<file path="config.mk">
export PLATFORM = sky130hd
export DESIGN_NAME = button_gesture
export DESIGN_NICKNAME = d
export VERILOG_FILES = /design/src/rtl/button_gesture_pkg.sv /design/src/rtl/button_gesture_timer.sv /design/src/rtl/button_gesture.sv
export SDC_FILE = /design/constraint.sdc
export NUM_CORES = 1
export LEC_CHECK = 0
export ABC_CLOCK_PERIOD_IN_PS = 11800
export BUFFER_PORTS_ARGS = -buffer_cell sky130_fd_sc_hd__buf_2
export CAP_MARGIN = 20
export CORE_MARGIN = 3
export CORE_UTILIZATION = 65
export CTS_CLUSTER_SIZE = 12
export DETAILED_ROUTE_END_ITERATION = 7
export MAX_ROUTING_LAYER = met4
export PLACE_DENSITY = 0.84
export SKIP_LAST_GASP = 1
export SLEW_MARGIN = 20
export SYNTH_ARGS = -nofsm -noshare
export SYNTH_HDL_FRONTEND = slang
export SYNTH_HIERARCHICAL = 1
export SYNTH_SLANG_ARGS = --single-unit
</file>
<file path="constraint.sdc">
create_clock -name clk_i -period 11.8 [get_ports clk_i]
set_clock_uncertainty 0.05 [all_clocks]
set_input_delay 0.59 -clock clk_i [delete_from_list [all_inputs] [get_ports clk_i]]
set_output_delay 0.59 -clock clk_i [all_outputs]
set_load 0.05 [all_outputs]
</file>
<file path="src/rtl/button_gesture_pkg.sv">
// Shared types and default timing constants for the button gesture classifier.
//   state_e          : gesture state machine encoding
//   DEF_*            : default counter width and tick thresholds
package button_pkg;

  typedef enum logic [2:0] {
    IDLE,
    PRESS1,
    WAIT2,
    PRESS2,
    HELD
  } state_e;

  localparam int unsigned DEF_CNT_W        = 16;
  localparam int unsigned DEF_LONG_TICKS   = 500;
  localparam int unsigned DEF_DCLICK_TICKS = 250;
  localparam int unsigned DEF_REPEAT_TICKS = 100;

endpackage

</file>
<file path="src/rtl/button_gesture_timer.sv">
// gesture_timer: saturating tick counter with synchronous clear and a
// threshold-compare strobe.
//   clk_i    : system clock
//   rst_i    : synchronous active-high reset (count -> 0)
//   clr_i    : clear count; overrides a coincident tick
//   tick_i   : timebase strobe, advances the count by one
//   thresh_i : threshold in ticks (>= 1)
//   hit_o    : tick_i high while count == thresh_i-1 (threshold reached now)
module gesture_timer
  import button_pkg::*;
#(
  parameter int unsigned CNT_W = DEF_CNT_W
) (
  input  logic             clk_i,
  input  logic             rst_i,
  input  logic             clr_i,
  input  logic             tick_i,
  input  logic [CNT_W-1:0] thresh_i,
  output logic             hit_o
);

  logic [CNT_W-1:0] cnt_q, cnt_d;

  always_comb begin
    cnt_d = cnt_q;
    if (clr_i) begin
      cnt_d = '0;
    end else if (tick_i && (cnt_q != '1)) begin
      cnt_d = cnt_q + CNT_W'(1);
    end
  end

  always_ff @(posedge clk_i) begin
    if (rst_i) begin
      cnt_q <= '0;
    end else begin
      cnt_q <= cnt_d;
    end
  end

  assign hit_o = tick_i && (cnt_q == (thresh_i - CNT_W'(1)));

endmodule

</file>
<file path="src/rtl/button_gesture.sv">
// button_gesture: classifies a debounced button level into one-cycle gesture
// pulses (short press, long press, double click), timed in ticks of an
// external timebase strobe.
//   clk_i    : system clock
//   rst_i    : synchronous active-high reset
//   tick_i   : timebase strobe, one clk_i cycle wide
//   level_i  : debounced button level, 1 = pressed
//   short_o  : pulse, short press classified
//   long_o   : pulse, long-press threshold reached
//   double_o : pulse, double click classified
//   repeat_o : pulse, auto-repeat while held (0 unless BUTTON_GESTURE_REPEAT_EN)
//   busy_o   : state machine not in IDLE
// Optional feature macro: BUTTON_GESTURE_REPEAT_EN enables auto-repeat in HELD.
module button_gesture
  import button_pkg::*;
#(
  parameter int unsigned CNT_W        = DEF_CNT_W,
  parameter int unsigned LONG_TICKS   = DEF_LONG_TICKS,
  parameter int unsigned DCLICK_TICKS = DEF_DCLICK_TICKS,
  parameter int unsigned REPEAT_TICKS = DEF_REPEAT_TICKS
) (
  input  logic clk_i,
  input  logic rst_i,
  input  logic tick_i,
  input  logic level_i,
  output logic short_o,
  output logic long_o,
  output logic double_o,
  output logic repeat_o,
  output logic busy_o
);

  if (LONG_TICKS < 1 || 64'(LONG_TICKS) >= (64'd1 << CNT_W)) begin : g_bad_long
    $error("button_gesture: LONG_TICKS out of range");
  end
  if (DCLICK_TICKS < 1 || 64'(DCLICK_TICKS) >= (64'd1 << CNT_W)) begin : g_bad_dclick
    $error("button_gesture: DCLICK_TICKS out of range");
  end
  if (REPEAT_TICKS < 1 || 64'(REPEAT_TICKS) >= (64'd1 << CNT_W)) begin : g_bad_repeat
    $error("button_gesture: REPEAT_TICKS out of range");
  end

  localparam logic [CNT_W-1:0] LONG_W   = CNT_W'(LONG_TICKS);
  localparam logic [CNT_W-1:0] DCLICK_W = CNT_W'(DCLICK_TICKS);

  state_e state_q, state_d;
  logic   level_q;
  logic   short_q, short_d;
  logic   long_q, long_d;
  logic   double_q, double_d;
  logic   busy_q;
  logic   rise, fall;
  logic   hit;
  logic   cnt_clr;
  logic [CNT_W-1:0] thresh;

  assign rise = level_i & ~level_q;
  assign fall = ~level_i & level_q;

  // One counter serves both timed states; only the active state's threshold matters.
  assign thresh  = (state_q == WAIT2) ? DCLICK_W : LONG_W;
  // Clearing on any transition also discards a coincident tick.
  assign cnt_clr = (state_d != state_q);

  gesture_timer #(
    .CNT_W(CNT_W)
  ) u_timer (
    .clk_i   (clk_i),
    .rst_i   (rst_i),
    .clr_i   (cnt_clr),
    .tick_i  (tick_i),
    .thresh_i(thresh),
    .hit_o   (hit)
  );

  always_comb begin
    state_d  = state_q;
    short_d  = 1'b0;
    long_d   = 1'b0;
    double_d = 1'b0;
    case (state_q)
      IDLE: begin
        if (rise) state_d = PRESS1;
      end
      PRESS1: begin
        if (fall) begin
          state_d = WAIT2;
        end else if (hit) begin
          long_d  = 1'b1;
          state_d = HELD;
        end
      end
      WAIT2: begin
        if (rise) begin
          state_d = PRESS2;
        end else if (hit) begin
          short_d = 1'b1;
          state_d = IDLE;
        end
      end
      PRESS2: begin
        if (fall) begin
          double_d = 1'b1;
          state_d  = IDLE;
        end
      end
      HELD: begin
        if (fall) state_d = IDLE;
      end
      default: state_d = IDLE;
    endcase
  end

  always_ff @(posedge clk_i) begin
    if (rst_i) begin
      state_q  <= IDLE;
      level_q  <= 1'b1;  // a button held through reset must not count as a press
      short_q  <= 1'b0;
      long_q   <= 1'b0;
      double_q <= 1'b0;
      busy_q   <= 1'b0;
    end else begin
      state_q  <= state_d;
      level_q  <= level_i;
      short_q  <= short_d;
      long_q   <= long_d;
      double_q <= double_d;
      busy_q   <= (state_d != IDLE);
    end
  end

  assign short_o  = short_q;
  assign long_o   = long_q;
  assign double_o = double_q;
  assign busy_o   = busy_q;

`ifdef BUTTON_GESTURE_REPEAT_EN
  localparam logic [CNT_W-1:0] REPEAT_W = CNT_W'(REPEAT_TICKS);

  logic rhit;
  logic rep_clr;
  logic repeat_q, repeat_d;

  // Held at zero outside HELD so it starts fresh on entry; wraps after each repeat.
  assign rep_clr = (state_q != HELD) | rhit;

  gesture_timer #(
    .CNT_W(CNT_W)
  ) u_rep_timer (
    .clk_i   (clk_i),
    .rst_i   (rst_i),
    .clr_i   (rep_clr),
    .tick_i  (tick_i),
    .thresh_i(REPEAT_W),
    .hit_o   (rhit)
  );

  always_comb begin
    repeat_d = 1'b0;
    if ((state_q == HELD) && !fall && rhit) repeat_d = 1'b1;
  end

  always_ff @(posedge clk_i) begin
    if (rst_i) begin
      repeat_q <= 1'b0;
    end else begin
      repeat_q <= repeat_d;
    end
  end

  assign repeat_o = repeat_q;
`else
  assign repeat_o = 1'b0;
`endif

endmodule
</file>
Yosys cells after proc, flatten, opt, wreduce, memory -nomap -nowiden
Index checks and enable logic that the tools add are counted.
{ "word_totals": {"reg_bits": 24, "latch_bits": 0, "mem_bits_rw": 0, "rom_bits": 0, "in_bits": 4, "output_inout_bits": 5, "wordCells": 42, "mem_count": 0} }
{ "op_classes": {"n_addsub": 2, "n_mul": 0, "div_mod_pow": 0, "magnitude_cmp": 0, "eq_ne": 7, "shifts": 0, "n_mux": 10, "bitwise": 7, "reduce_logical": 9} }
{ "op_table": {"columns": ["cell", "count"], "rows": [
  ["two-way mux 3 bit", 6],
  ["adder 16 x 1 -> 16 bit (second input constant)", 1],
  ["== test 16 bit", 1],
  ["!= test 16 bit (second input constant)", 1],
  ["case mux 3 bit (4 select lines)", 1],
  ["subtractor 9 x 1 -> 10 bit (second input constant)", 1],
  ["two-way mux 9 bit", 1],
  ["== test 3 x 2 -> 1 bit (second input constant)", 2],
  ["OR reduction 2 bit", 3],
  ["OR reduction 3 bit", 2],
  ["inverter 1 bit", 5],
  ["== test 3 x 1 -> 1 bit (second input constant)", 1],
  ["== test 3 bit (second input constant)", 1],
  ["logical NOT 3 bit", 1],
  ["!= test 3 bit", 1],
  ["nonzero test 3 bit", 1],
  ["bitwise AND 1 bit", 2],
  ["logical AND 1 bit", 2],
  ["two-way mux 1 bit", 2]
]} }

Logic depth before layout (Yosys ltp)
{ "logic_depth": {"ltp_word": 10, "depth_mapped": 19, "depth_no_buf": 16} }

Hierarchy
The synthesis kept the hierarchy.
{ "by_module_without_submodules": {"columns": ["module", "instances", "cells_each", "area_each_um2", "seq_area_each_um2"], "rows": [
  ["gesture_timer", 1, 164, 1280.0, 320.3],
  ["button_gesture", 1, 49, 401.6, 160.2]
]} }

Least setup slack after synthesis
OpenSTA, ideal clock, no wires.
{ "synth_timing": {"path_type": "flip-flop to flip-flop", "from": "register state_q[2]", "to": "register u_timer.cnt_q[0]", "setup_ps": 128, "arrival_ps": 3613, "required_ps": 11622, "setup_slack_ps": 8010, "path_stages_with_launch": 19, "n_path_buf": 3, "period_less_slack_ps": 3790, "cell_sequence": "dfxtp_1 clkbuf_1 nor2_1 nand2_1 inv_1 inv_1 ha_1 o21ai_0 a31o_2 o21ai_0 a221o_1 nor4b_2 nand2_1 or2_2 o2111ai_1 or2_2 clkbuf_1 clkbuf_1 nor2_1"} }
{ "synth_via": {"elab_chain_cells": 10, "word_cells_on_any_way": 19, "classes_between": "add/sub: 1; eq/ne: 6; mux: 8; reduce/logical: 4"} }
{ "synth_rtl": {"columns": ["item", "line_no", "rtl"], "rows": [
  ["start, declared", "button_gesture.sv:46", "state_e state_q, state_d;"],
  ["start signal, assigned", "button_gesture.sv:123", "state_q <= state_d;"],
  ["== test 3 x 2 -> 1 bit *", "button_gesture.sv:61", "assign thresh = (state_q == WAIT2) ? DCLICK_W : LONG_W;"],
  ["two-way mux 9 bit *", "button_gesture.sv:61", null],
  ["net thresh[2]", "button_gesture.sv:55", "logic [CNT_W-1:0] thresh;"],
  ["subtractor 9 x 1 -> 10 bit *", "button_gesture_timer.sv:41", "assign hit_o = tick_i && (cnt_q == (thresh_i - CNT_W'(1)));"],
  ["== test 16 bit *", "button_gesture_timer.sv:41", null],
  ["logical AND 1 bit *", "button_gesture_timer.sv:41", null],
  ["net hit", "button_gesture.sv:53", "logic hit;"],
  ["two-way mux 3 bit, on equally long branches", "button_gesture.sv:96, button_gesture.sv:88", null],
  ["two-way mux 3 bit, on equally long branches", "button_gesture.sv:94, button_gesture.sv:86", null],
  ["case mux 3 bit (4 select lines) *", "button_gesture.sv:81", "case (state_q)"],
  ["!= test 3 bit *", "button_gesture.sv:63", "assign cnt_clr = (state_d != state_q);"],
  ["net cnt_clr", "button_gesture.sv:54", "logic cnt_clr;"],
  ["OR reduction 2 bit (no source line) *", null, null],
  ["end signal, assigned", "button_gesture_timer.sv:37", "cnt_q <= cnt_d;"],
  ["end, declared", "button_gesture_timer.sv:22", "logic [CNT_W-1:0] cnt_q, cnt_d;"]
]} }
Mark *: on every way through the listed nets, which the timed path passes. The rest lies on a longest branch.
A chain may end at the register's enable or synchronous reset.

Worst setup path after layout
{ "layout_timing": {"from": "register state_q[0]", "to": "register u_timer.cnt_q[2]"} }
Same word-level chain as after synthesis.

==> run summary <==
fraction of registers with async set or reset after synthesis: 0%
adder-cell area share of the yosys netlist: 1.488%
final core occ: 79.47%
Hold Path Class: input pin to flop
Mean Syn Cell Area: 7.895 sq um
average routed wire per standard cell: 11.51 um
CTS tree: yes
dominant combinational cell family by area after synthesis: simple AND/OR/NAND/NOR gates
crit path kind: flop to flop
count of port buffers added during placement: 7
result of the run: finished clean
global-route wire length before repair: 5485 um
post-placement setup slack: 7949 ps
total number of vias: 1484
number of antenna violations at the first check in global routing: 0
#FFs+latches synth: 24
GRT Residual Overflow: 0
commonest cells after routing, fill and taps aside: sky130_fd_sc_hd__conb_1 (41), sky130_fd_sc_hd__nor2_1 (29), sky130_fd_sc_hd__dfxtp_1 (24)
internal power contribution: 0.0001019 W
vias per inst: 5.319
most common cell after layout, fill and taps aside: sky130_fd_sc_hd__conb_1
post-route antenna net violation count: 0
vias in the first global route: 1334
simple-gate portion of the synthesized area: 32.51%
number of synthesis warnings: 6
library cell used as clock root buffer: sky130_fd_sc_hd__clkbuf_4
setup repair after global routing missed its margin: no
EDFF count, synth: 0
Power per Cell Area: 74.74 nW/um^2
Total GRT Usage: 21.27%
Worst Setup End Kind: flop
type of origin of the critical path: flop
synth unique cells: 45
portion of the post-synthesis area used by sequential elements: 28.57%
post-route clock period utilization: 33.16%
Final WS setup: 7887 ps
TritonCTS buffer count: 3
die width: 56.87 um
sequential power share: 60.4%
total of max-cap violations: 0
switching part of the total power: 26.63%
part of the power in combinational logic: 14.9%
Hold Violations, Final: 0
number of design rule violations left after detail routing: 0
crit-path max FO: 16
switching power summed over all nets: 0.00003701 W
final setup TNS: 0 ps
final worst path period need: 3913 ps
final net count: 259
row cnt: 17
Area growth syn-to-layout: 10.57%
cell area after synthesis: 1682 sq um
deepest clock path buffer count: 2
clock slew at the register clock pins of the worst setup and hold paths: 120 ps
buffer count from post-CTS setup fixing: 0
overall die area: 3234 sq um
final hold slack: 485.6 ps
Final GP Congestion: 0.8510
1st-iter DRT viols: 61
leakage power: 0.7389 nW
area share of xor/xnor cells in the synthesized design: 17.71%
count of mapped cells out of synthesis: 213
core area: 2340 sq um
number of buffers inserted for hold repair after clock tree synthesis: 0
Die Ht: 56.87 um
clock power share: 24.7%
number of antenna diodes: 0
fraction of synthesized area in multiplexers: 1.786%
I/O pins: 9
number of gates resized after cts: 0
latest clock arrival within the worst-skew pair: 310 ps
Detail Placement HPWL: 2547 um
most used flip-flop cell after synthesis: sky130_fd_sc_hd__dfxtp_1
clock sink total: 24
final count of negative-setup-slack endpoints: 0
worst relative slew slack: 53.16%
ratio of cells with drive above 1 in the final layout: 7.968%
largest net degree at the start of global routing: 17
worst ir drop on vdd: 89.82 uV
CP Data Arrival Time: 4060 ps
CTS H-Tree Depth: 1
initial core utilization: 71.87%
required time worst endpoint: 11940 ps
drt pass-1 iters: 5
final max-slew violation count: 0
wire length after detailed routing: 3211 um
slew at the pin closest to its max-slew limit: 696.1 ps
maximum achievable frequency: 255.5 MHz
share of the synthesized area in compound gates (AO/OA/AOI/OAI): 11.61%
registers in the layout, summed over array words and instances (netlist names):
signal	count
state_q	3
double_o	1
u_timer/cnt_q	16
long_o	1
busy_o	1
level_q	1
short_o	1
synthesized netlist by cell type, drive strengths merged (3+ instances only):
cell,n,share of area [%]
clkbuf,5,1.2
nor4,4,1.5
nor2,29,6.5
o21ai,11,3.3
xnor2,16,8.3
mux2i,3,1.8
nor3,8,2.7
xor2,18,9.4
inv,10,2.2
nor4b,5,3.9
nor2b,4,1.5
nand4,9,3.3
nand2,16,3.7
or3,6,2.2
dfxtp,24,29
nand3,7,2.1
a21oi,4,1.2
a31oi,4,1.5
or2,4,1.5
buf,6,2.5
critical path: stages (launching register included):
cell and delay, ps:
sky130_fd_sc_hd__dfxtp_1 420, sky130_fd_sc_hd__nor2_1 160, sky130_fd_sc_hd__nand2_1 340, sky130_fd_sc_hd__inv_1 410
sky130_fd_sc_hd__inv_1 80, sky130_fd_sc_hd__ha_1 270, sky130_fd_sc_hd__o21ai_0 210, sky130_fd_sc_hd__a31o_2 120
sky130_fd_sc_hd__o21ai_0 80, sky130_fd_sc_hd__a221o_1 340, sky130_fd_sc_hd__nor4b_2 390, sky130_fd_sc_hd__nand2_1 120
sky130_fd_sc_hd__or2_2 300, sky130_fd_sc_hd__o2111ai_1 70, sky130_fd_sc_hd__or2_2 320, sky130_fd_sc_hd__nor2_1 90
area by class of cell:
cell class | count | area, sq um
multi-input cells | 207 | 1249
flip-flops and latches | 24 | 480.5
fillers | 160 | 480.5
inverters | 10 | 37.54
repair buffers | 7 | 35.03
well taps | 28 | 35.03
clock buffers | 3 | 22.52
power by group through the flow:
stage / Clock, W / Combinational [W] / Sequential, W
final: 0.0000343 / 0.0000207 / 0.0000839
after global routing: 0.0000390 / 0.0000231 / 0.0000842
after CTS: 0.0000360 / 0.0000202 / 0.0000839
after detailed placement: 0 / 0.0000201 / 0.0000857
after global placement: 0 / 0.0000194 / 0.0000856
after floorplan: 0 / 0.0000172 / 0.0000858
per-stage QoR:
step                 power, W  cell area (sq um)  cells
floorplan           0.0001030               1828    252
global placement    0.0001050               1837    276
detailed placement  0.0001059               1837    276
CTS                 0.0001401               1859    279
global route        0.0001464               1859    279
finish              0.0001390               1859    279
cells by family after synthesis:
| family | Yosys count |
|---|---|
| xor gates and xnor gates | 34 |
| DFF | 24 |
| and+or+nand+nor | 99 |
| adders and majority gates | 2 |
| AOI/OAI and AO/OA | 28 |
| other | 2 |
| buffers and inverters | 21 |
| muxes | 3 |
final timing paths:
path / slack, ps / end / start / depth (start not counted)
max: 7890 / u_timer/cnt_q[2]$_SDFFE_PP0P_ / state_q[0]$_SDFF_PP0_ / 15
min: 490 / level_q$_SDFF_PP1_ / level_i / 2
max reg2reg: 7890 / u_timer/cnt_q[2]$_SDFFE_PP0P_ / state_q[0]$_SDFF_PP0_ / 15
min reg2reg: 500 / u_timer/cnt_q[14]$_SDFFE_PP0P_ / u_timer/cnt_q[14]$_SDFFE_PP0P_ / 2
layer usage:
layer	wire length, um	GRT usage, %
met1	1545	27.09
met2	1536	34.82
met3	114	4.138
met4	14	4.967
met5	0	-
(Power assumes the default switching activity.)
